**config.mk**
```make
export PLATFORM = sky130hd
export DESIGN_NAME = pc_ras
export DESIGN_NICKNAME = d
export VERILOG_FILES = /design/src/rtl/pc_pkg.sv /design/src/rtl/ras_lifo.sv /design/src/rtl/pc_ras.sv
export SDC_FILE = /design/constraint.sdc
export NUM_CORES = 1
export LEC_CHECK = 0
export CORE_ASPECT_RATIO = 0.7
export CORE_MARGIN = 5
export CORE_UTILIZATION = 35
export CTS_CLUSTER_DIAMETER = 50
export DETAILED_ROUTE_END_ITERATION = 10
export PLACE_DENSITY = 0.6
export SLEW_MARGIN = 20
export SYNTH_ARGS = -nofsm -noshare
export SYNTH_HDL_FRONTEND = slang
export SYNTH_HIERARCHICAL = 1
export SYNTH_SLANG_ARGS = --single-unit
export TNS_END_PERCENT = 20
```
**constraint.sdc**
```tcl
create_clock -name clk -period 2.6 [get_ports clk]
set_input_delay 0.26 -clock clk [delete_from_list [all_inputs] [get_ports clk]]
set_output_delay 0.26 -clock clk [all_outputs]
set_load 0.03 [all_outputs]
```
**src/rtl/pc_pkg.sv**
```systemverilog
// Shared types for the program counter: command encoding and the
// priority decode that turns the raw control strobes into one action.
package pc_pkg;

    typedef enum logic [2:0] {
        CMD_HOLD,
        CMD_INC,
        CMD_LOAD,
        CMD_CALL,
        CMD_RET
    } pc_cmd_e;

    // Exactly one action per cycle: load > call > ret > inc > hold.
    function automatic pc_cmd_e pc_decode(input logic load, input logic call,
                                          input logic ret, input logic inc);
        pc_cmd_e cmd;
        cmd = CMD_HOLD;
        if (load)      cmd = CMD_LOAD;
        else if (call) cmd = CMD_CALL;
        else if (ret)  cmd = CMD_RET;
        else if (inc)  cmd = CMD_INC;
        return cmd;
    endfunction

endpackage

```
**src/rtl/ras_lifo.sv**
```systemverilog
// Circular-buffer return-address stack. A push while full overwrites the
// oldest entry; a pop while empty changes nothing.
module ras_lifo #(
    parameter int WIDTH = 16,
    parameter int DEPTH = 8
) (
    input  logic                       clk,
    input  logic                       reset,
    input  logic                       push,
    input  logic                       pop,
    input  logic [WIDTH-1:0]           wdata,
    output logic [WIDTH-1:0]           rdata,
    output logic [$clog2(DEPTH+1)-1:0] depth,
    output logic                       empty,
    output logic                       full,
    output logic                       push_over
);

    localparam int PW = $clog2(DEPTH);
    localparam int DW = $clog2(DEPTH+1);

    logic [WIDTH-1:0] mem [DEPTH];
    logic [PW-1:0]    top;
    logic [PW-1:0]    top_up;
    logic [PW-1:0]    top_dn;
    logic [DW-1:0]    count;

    // Wrap against DEPTH so non-power-of-two sizes stay in range.
    assign top_up = (top == PW'(DEPTH-1)) ? '0 : top + 1'b1;
    assign top_dn = (top == '0) ? PW'(DEPTH-1) : top - 1'b1;

    assign rdata     = mem[top];
    assign depth     = count;
    assign empty     = (count == '0);
    assign full      = (count == DW'(DEPTH));
    assign push_over = push && full;

    always_ff @(posedge clk or posedge reset) begin
        if (reset) begin
            top   <= '0;
            count <= '0;
        end else if (push) begin
            top <= top_up;
            if (!full) count <= count + 1'b1;
        end else if (pop && !empty) begin
            top   <= top_dn;
            count <= count - 1'b1;
        end
    end

    always_ff @(posedge clk) begin
        if (push) mem[top_up] <= wdata;
    end

endmodule

```
**src/rtl/pc_ras.sv**
```systemverilog
// Program counter with integrated return-address stack for call/return,
// plus sticky overflow/underflow flags. Output is fully registered.
module pc_ras
    import pc_pkg::*;
#(
    parameter int WIDTH      = 16,
    parameter int DEPTH      = 8,
    parameter int STEP       = 1,
    parameter int RESET_ADDR = 0
) (
    input  logic                       clk,
    input  logic                       reset,
    input  logic [WIDTH-1:0]           in,
    input  logic                       inc,
    input  logic                       load,
    input  logic                       call,
    input  logic                       ret,
    input  logic                       err_clr,
    output logic [WIDTH-1:0]           out,
    output logic [$clog2(DEPTH+1)-1:0] depth,
    output logic                       empty,
    output logic                       full,
    output logic                       ovf,
    output logic                       udf
);

    localparam logic [WIDTH-1:0] STEP_W  = WIDTH'(STEP);
    localparam logic [WIDTH-1:0] RESET_W = WIDTH'(RESET_ADDR);

    pc_cmd_e          cmd;
    logic [WIDTH-1:0] pc_q;
    logic [WIDTH-1:0] pc_d;
    logic [WIDTH-1:0] pc_plus;
    logic [WIDTH-1:0] top_addr;
    logic             push;
    logic             pop;
    logic             push_over;
    logic             pop_under;

    assign cmd       = pc_decode(load, call, ret, inc);
    assign pc_plus   = pc_q + STEP_W;
    assign push      = (cmd == CMD_CALL);
    assign pop       = (cmd == CMD_RET);
    assign pop_under = pop && empty;

    ras_lifo #(.WIDTH(WIDTH), .DEPTH(DEPTH)) u_stack (
        .clk       (clk),
        .reset     (reset),
        .push      (push),
        .pop       (pop),
        .wdata     (pc_plus),
        .rdata     (top_addr),
        .depth     (depth),
        .empty     (empty),
        .full      (full),
        .push_over (push_over)
    );

    always_comb begin
        pc_d = pc_q;
        case (cmd)
            CMD_LOAD: pc_d = in;
            CMD_CALL: pc_d = in;
            CMD_RET:  if (!empty) pc_d = top_addr;
            CMD_INC:  pc_d = pc_plus;
            default:  pc_d = pc_q;
        endcase
    end

    // A new error in the same cycle as err_clr keeps the flag set.
    always_ff @(posedge clk or posedge reset) begin
        if (reset) begin
            pc_q <= RESET_W;
            ovf  <= 1'b0;
            udf  <= 1'b0;
        end else begin
            pc_q <= pc_d;
            ovf  <= push_over || (ovf && !err_clr);
            udf  <= pop_under || (udf && !err_clr);
        end
    end

    assign out = pc_q;

endmodule

```
# After elaboration in Yosys (flattened, before gate mapping)
# Memory sizes are Yosys's and may differ from the RTL's.
# Index checks and enable logic that the tools add are counted.
# W data, S select, Z words.
# totals
register_bits	25
ramBits	128
output_inout_bits	24
wordCells	50
memories	1
# mem_list
name	words	word_bits	read_ports	rd_ports_with_merged_regs	wr	line	rtl
u_stack.mem	8	16	1	0	1	ras_lifo.sv:22	logic [WIDTH-1:0] mem [DEPTH];
# op_classes
add_sub_neg	5
n_eq_ne	8
n_mux	15
n_reduce_logical	16
# op_table
op	n
$pmux W16 S3	1
$mux W3	7
$add A16 B1 Y16 const B	1
$mux W16	1
$mux W4	3
$eq A3 B2 Y1 const B	2
$eq A3 B3 Y1 const B	2
$logic_and A1 B1 Y1	5
$add A4 B1 Y4 const B	1
$eq A4 B4 Y1 const B	1
$logic_not A4 Y1	1
$ne A2 B2 Y1 const B	2
$reduce_and A2 Y1	2
$sub A4 B1 Y4 const B	1
$add A3 B1 Y3 const B	1
$eq A3 B1 Y1 const B	1
$logic_not A3 Y1	1
$mux W1	3
$reduce_bool A3 Y1	1
$sub A3 B1 Y3 const B	1
$logic_not A1 Y1	2
$logic_or A1 B1 Y1	2
$reduce_bool A2 Y1	1
$reduce_or A2 Y1	1

# Depth between registers and ports, before layout
# logic_depth
word_depth	8
mapped_depth	8

# Hierarchy
# Netlist, hierarchy kept.
# modules_own_cells
module	n_inst	cells_per_inst	area_each_um2	seq_area_each_um2
ras_lifo	1	297	5492.8	4018.9
pc_ras	1	173	1462.7	450.4

# Worst setup path after synthesis
# Ideal clock, no wire load.
# synth_path
kind	reg-to-reg
startpoint	register u_stack.count[1], in the netlist u_stack/depth[1]
endpoint	register pc_q[15], in the netlist out[15]
setup_ns	0.124
t_arrival_ns	2.619
t_required_ns	2.476
path_slack_ns	-0.143
path_stages_with_launch	8
n_path_buf	2
synth_period_minus_slack_ns	2.743
path_cell_list	dfrtp_1 > nor4_1 > and2_1 > o21a_1 > buf_2 > buf_2 > a31oi_1 > a2bb2oi_1
# synth_between
elab_chain_len	3
# synth_lines
element	line	rtl
from (decl)	ras_lifo.sv:26	logic [DW-1:0] count;
from (signal assigned)	ras_lifo.sv:44	if (!full) count <= count + 1'b1;
from (signal assigned)	ras_lifo.sv:47	count <= count - 1'b1;
$logic_not A4 Y1	ras_lifo.sv:34	assign empty = (count == '0);
via empty	pc_ras.sv:21	output logic empty,
$ne A2 B2 Y1 (no line)	n/a	
$reduce_and A2 Y1 (no line)	n/a	
to (signal assigned)	pc_ras.sv:77	pc_q <= pc_d;
to (decl)	pc_ras.sv:31	logic [WIDTH-1:0] pc_q;
# The timed path passes the listed nets, and every way through them passes these cells.
# A chain may end at the register's enable or synchronous reset.

# Worst setup path after layout
# layout_path
startpoint	register u_stack.count[1], in the netlist u_stack/depth[1]
endpoint	output port empty
# layout_between
elab_chain_len	1
# layout_lines
element	line
$logic_not A4 Y1	ras_lifo.sv:34
to (decl)	pc_ras.sv:21
# No other way between the ends.

==> reports/metrics.cfg <==
[global_routing]
grt_max_degree=24
grt_pass1_vias=4459
grt_pass1_wl_mm=27.5
antenna_found_initial=0
grt_overflow=0
track_usage_pct=16.3

[routing]
drcViolationCount=0
num_vias=4470
drtAntennaViolNets=0
post_drt_wl_per_cell_um=21.7
vias_per_cell=5.43
drt_pass1_iterations=5
drtIter0Drc=372
totalWireLength_mm=17.9

[timing]
worst_pin_slew_ns=0.801
clock-skew-final_ns=0.0160
fin_crit_sh_pct=96.6
fin_setup_tns_ns=0
finalMaxSlewViolations=0
fin_hold_ws_ns=0.124
slew_headroom_pct=46.5
fmax_mhz=398
hold_viol=0
rsz0062_at_grt=false
setup_viol=0
layout_setup_ws_ns=0.0888
final.min_clock_period_ns=2.51

[worst_setup_path]
cp.required_ns=2.34
crit_start=u_stack/depth[1]$_DFFE_PP0P_
path_buf_inv=1
cp-end-kind=primary output
crit_chain=nor4_2, clkdlybuf4s50_1
ff2ff_path_depth=4
ff2ff_setup_slack_ns=0.27
critical_path.max_stage_delay_ns=0.78
cp_max_fo=7
arrival_ns=2.25
crit_family=buffers and inverters
path_class=flop to primary output
r2r-start=out[1]$_DFFE_PP0P_
crit_path_start_kind=flop
slowest_stage=clkdlybuf4s50_1
r2r_end=u_stack/mem[5][12]$_DFFE_PP_

[cells_and_area]
antenna_cells=0
syn2layout_area_growth_pct=20.7
final_cells=823
layout-drive-gt1-share_pct=18.6
final_cell_area_um2=8390
final_nets=571

[yosys]
yosys.area_share.simple_pct=10.7
synthFlopType=edfxtp_1
syn_area_per_cell_um2=14.8
synth_top_cell_by_area=edfxtp_1
synth.most_common_cell=edfxtp_1
synth_mux_area_share_pct=10.9
synth_xor_area_share_pct=2.14
synth_warnings=6
ys_seq_elements=153
syn-cell-area_um2=6960
synth_area_leaders=edfxtp_1 (55%), mux4_2 (9.1%), dfrtp_1 (9.0%), nand2_1 (3.4%), mux4_1 (1.5%)
synth_cell_types=61
netlist_top_cells_count=edfxtp_1 (128), nand2_1 (63), mux4_2 (28)
synth_edf_count=128
syn_inst=470
synth_compound_area_share_pct=7.39
syn-num-nets=501
ys_seq_area_share_pct=64.3
postSynth.asyncResetShare_pct=16.3
synth_top_family_by_area=multiplexers
synth_top_area_share_pct=55.3
yosys.area_share.adder_pct=1.55

[clock_network]
post-cts-setup-buffers=0
clkTransAtPathRegs_ns=0.07
root_buffer=clkbuf_16
hold_buffers=0
numCtsBuffers=17
cts.path.max_buffers=2
cts_tree=yes
cts-resized-gates=0
cts_sinks=153
clock_latency_ns=0.42
htreeDepth=4

[min_path]
hold_path_class=input port to async pin

[placed_design]
dpl.hpwl_mm=12.2
gp_congestion=0.874
pre_cts_ws_ns=0.308
portBuffers=46
place_inst=791
placedInstanceArea_um2=7830

[die]
boundaryPins=47
start_util_pct=35.3
fp.dieW_um=178
dieArea_um2=22800
core_area_um2=19700
rows=43
die_h_um=128

[pwr]
power_leakage_nw=2.97
power.density_nw_per_um2=1010
vdd_ir_drop_max_v=0.000441

[flow_run]
drv_cap=0

[status]
status=finished, final reports clean

logic make-up after synthesis:
family                   after synthesis
XOR/XNOR                              17
multiplexers                          34
AO/OA/AOI/OAI                         73
adder cells (fa/ha/maj)                8
AND/OR/NAND/NOR                      149
flip-flops                           153
buffers and inverters                 36
layout by cell type, fill, tap and decap left out, types with 5 or more instances in the layout:
| master | count |
|---|---|
| clkinvlp_4 | 5 |
| o211ai_1 | 5 |
| inv_1 | 9 |
| nand2_1 | 63 |
| a31oi_1 | 8 |
| nand3_1 | 17 |
| xor2_1 | 9 |
| clkbuf_16 | 17 |
| mux4_2 | 28 |
| buf_4 | 29 |
| edfxtp_1 | 128 |
| ha_1 | 7 |
| o21ai_1 | 10 |
| nor2_1 | 26 |
| clkdlybuf4s50_1 | 46 |
| o21ai_0 | 10 |
| dfrtp_1 | 24 |
| nand4_1 | 6 |
| a21oi_1 | 9 |
| nand2b_1 | 5 |
| xnor2_1 | 8 |
| and3_1 | 5 |
power breakdown:
part	internal, mW	leakage [nW]	switching, mW	total (mW)
logic	1.09	1.24	1.60	2.69
registers	3.14	1.46	0.250	3.39
clock network	1.33	0.264	1.03	2.37
total	5.57	2.97	2.89	8.45
registers in the layout, summed over array words and instances, names as in the netlist:
signal         flops
out               16
ovf                1
u_stack/depth      4
u_stack/mem      128
u_stack/top        3
udf                1
how the worst max path moves through the flow:
stage	slack, ns	depth (start not counted)	endpoint
floorplan	0.09	6	u_stack/mem[0][0]$_DFFE_PP_
global placement	0.34	6	out[4]$_DFFE_PP0P_
detailed placement	0.31	4	u_stack/mem[7][12]$_DFFE_PP_
CTS	0.07	2	empty
global route	0.04	2	empty
finish	0.09	2	empty
final cells by class:
cell class                      count  area (µm²)
Tap cell                          270         338
Clock buffer                       17         425
Multi-Input combinational cell    281        2280
Clock inverter                     15         143
Sequential cell                   153        4470
Inverter                           11        41.3
Fill cell                        1826       11300
Timing Repair Buffer               76         698
per-layer routing:
metal  share of wire, %  vias up  GRT usage [%]  wire [µm]
li1                   -     1975              -          -
met1                 47     2314           24.1       8410
met2                 45      167           24.6       8090
met3                6.6       14           3.83       1180
met4                1.0        0           3.56        178
met5                  0        -              0          0
through the flow:
step,power (mW),utilization (%)
6_report,8.45,42.6
3_5_place_dp,6.14,39.7
2_1_floorplan,5.22,-
4_1_cts,8.53,42.6
5_1_grt,8.89,42.6
3_3_place_gp,6.07,39.7
Power figures use the tool's default switching activity.
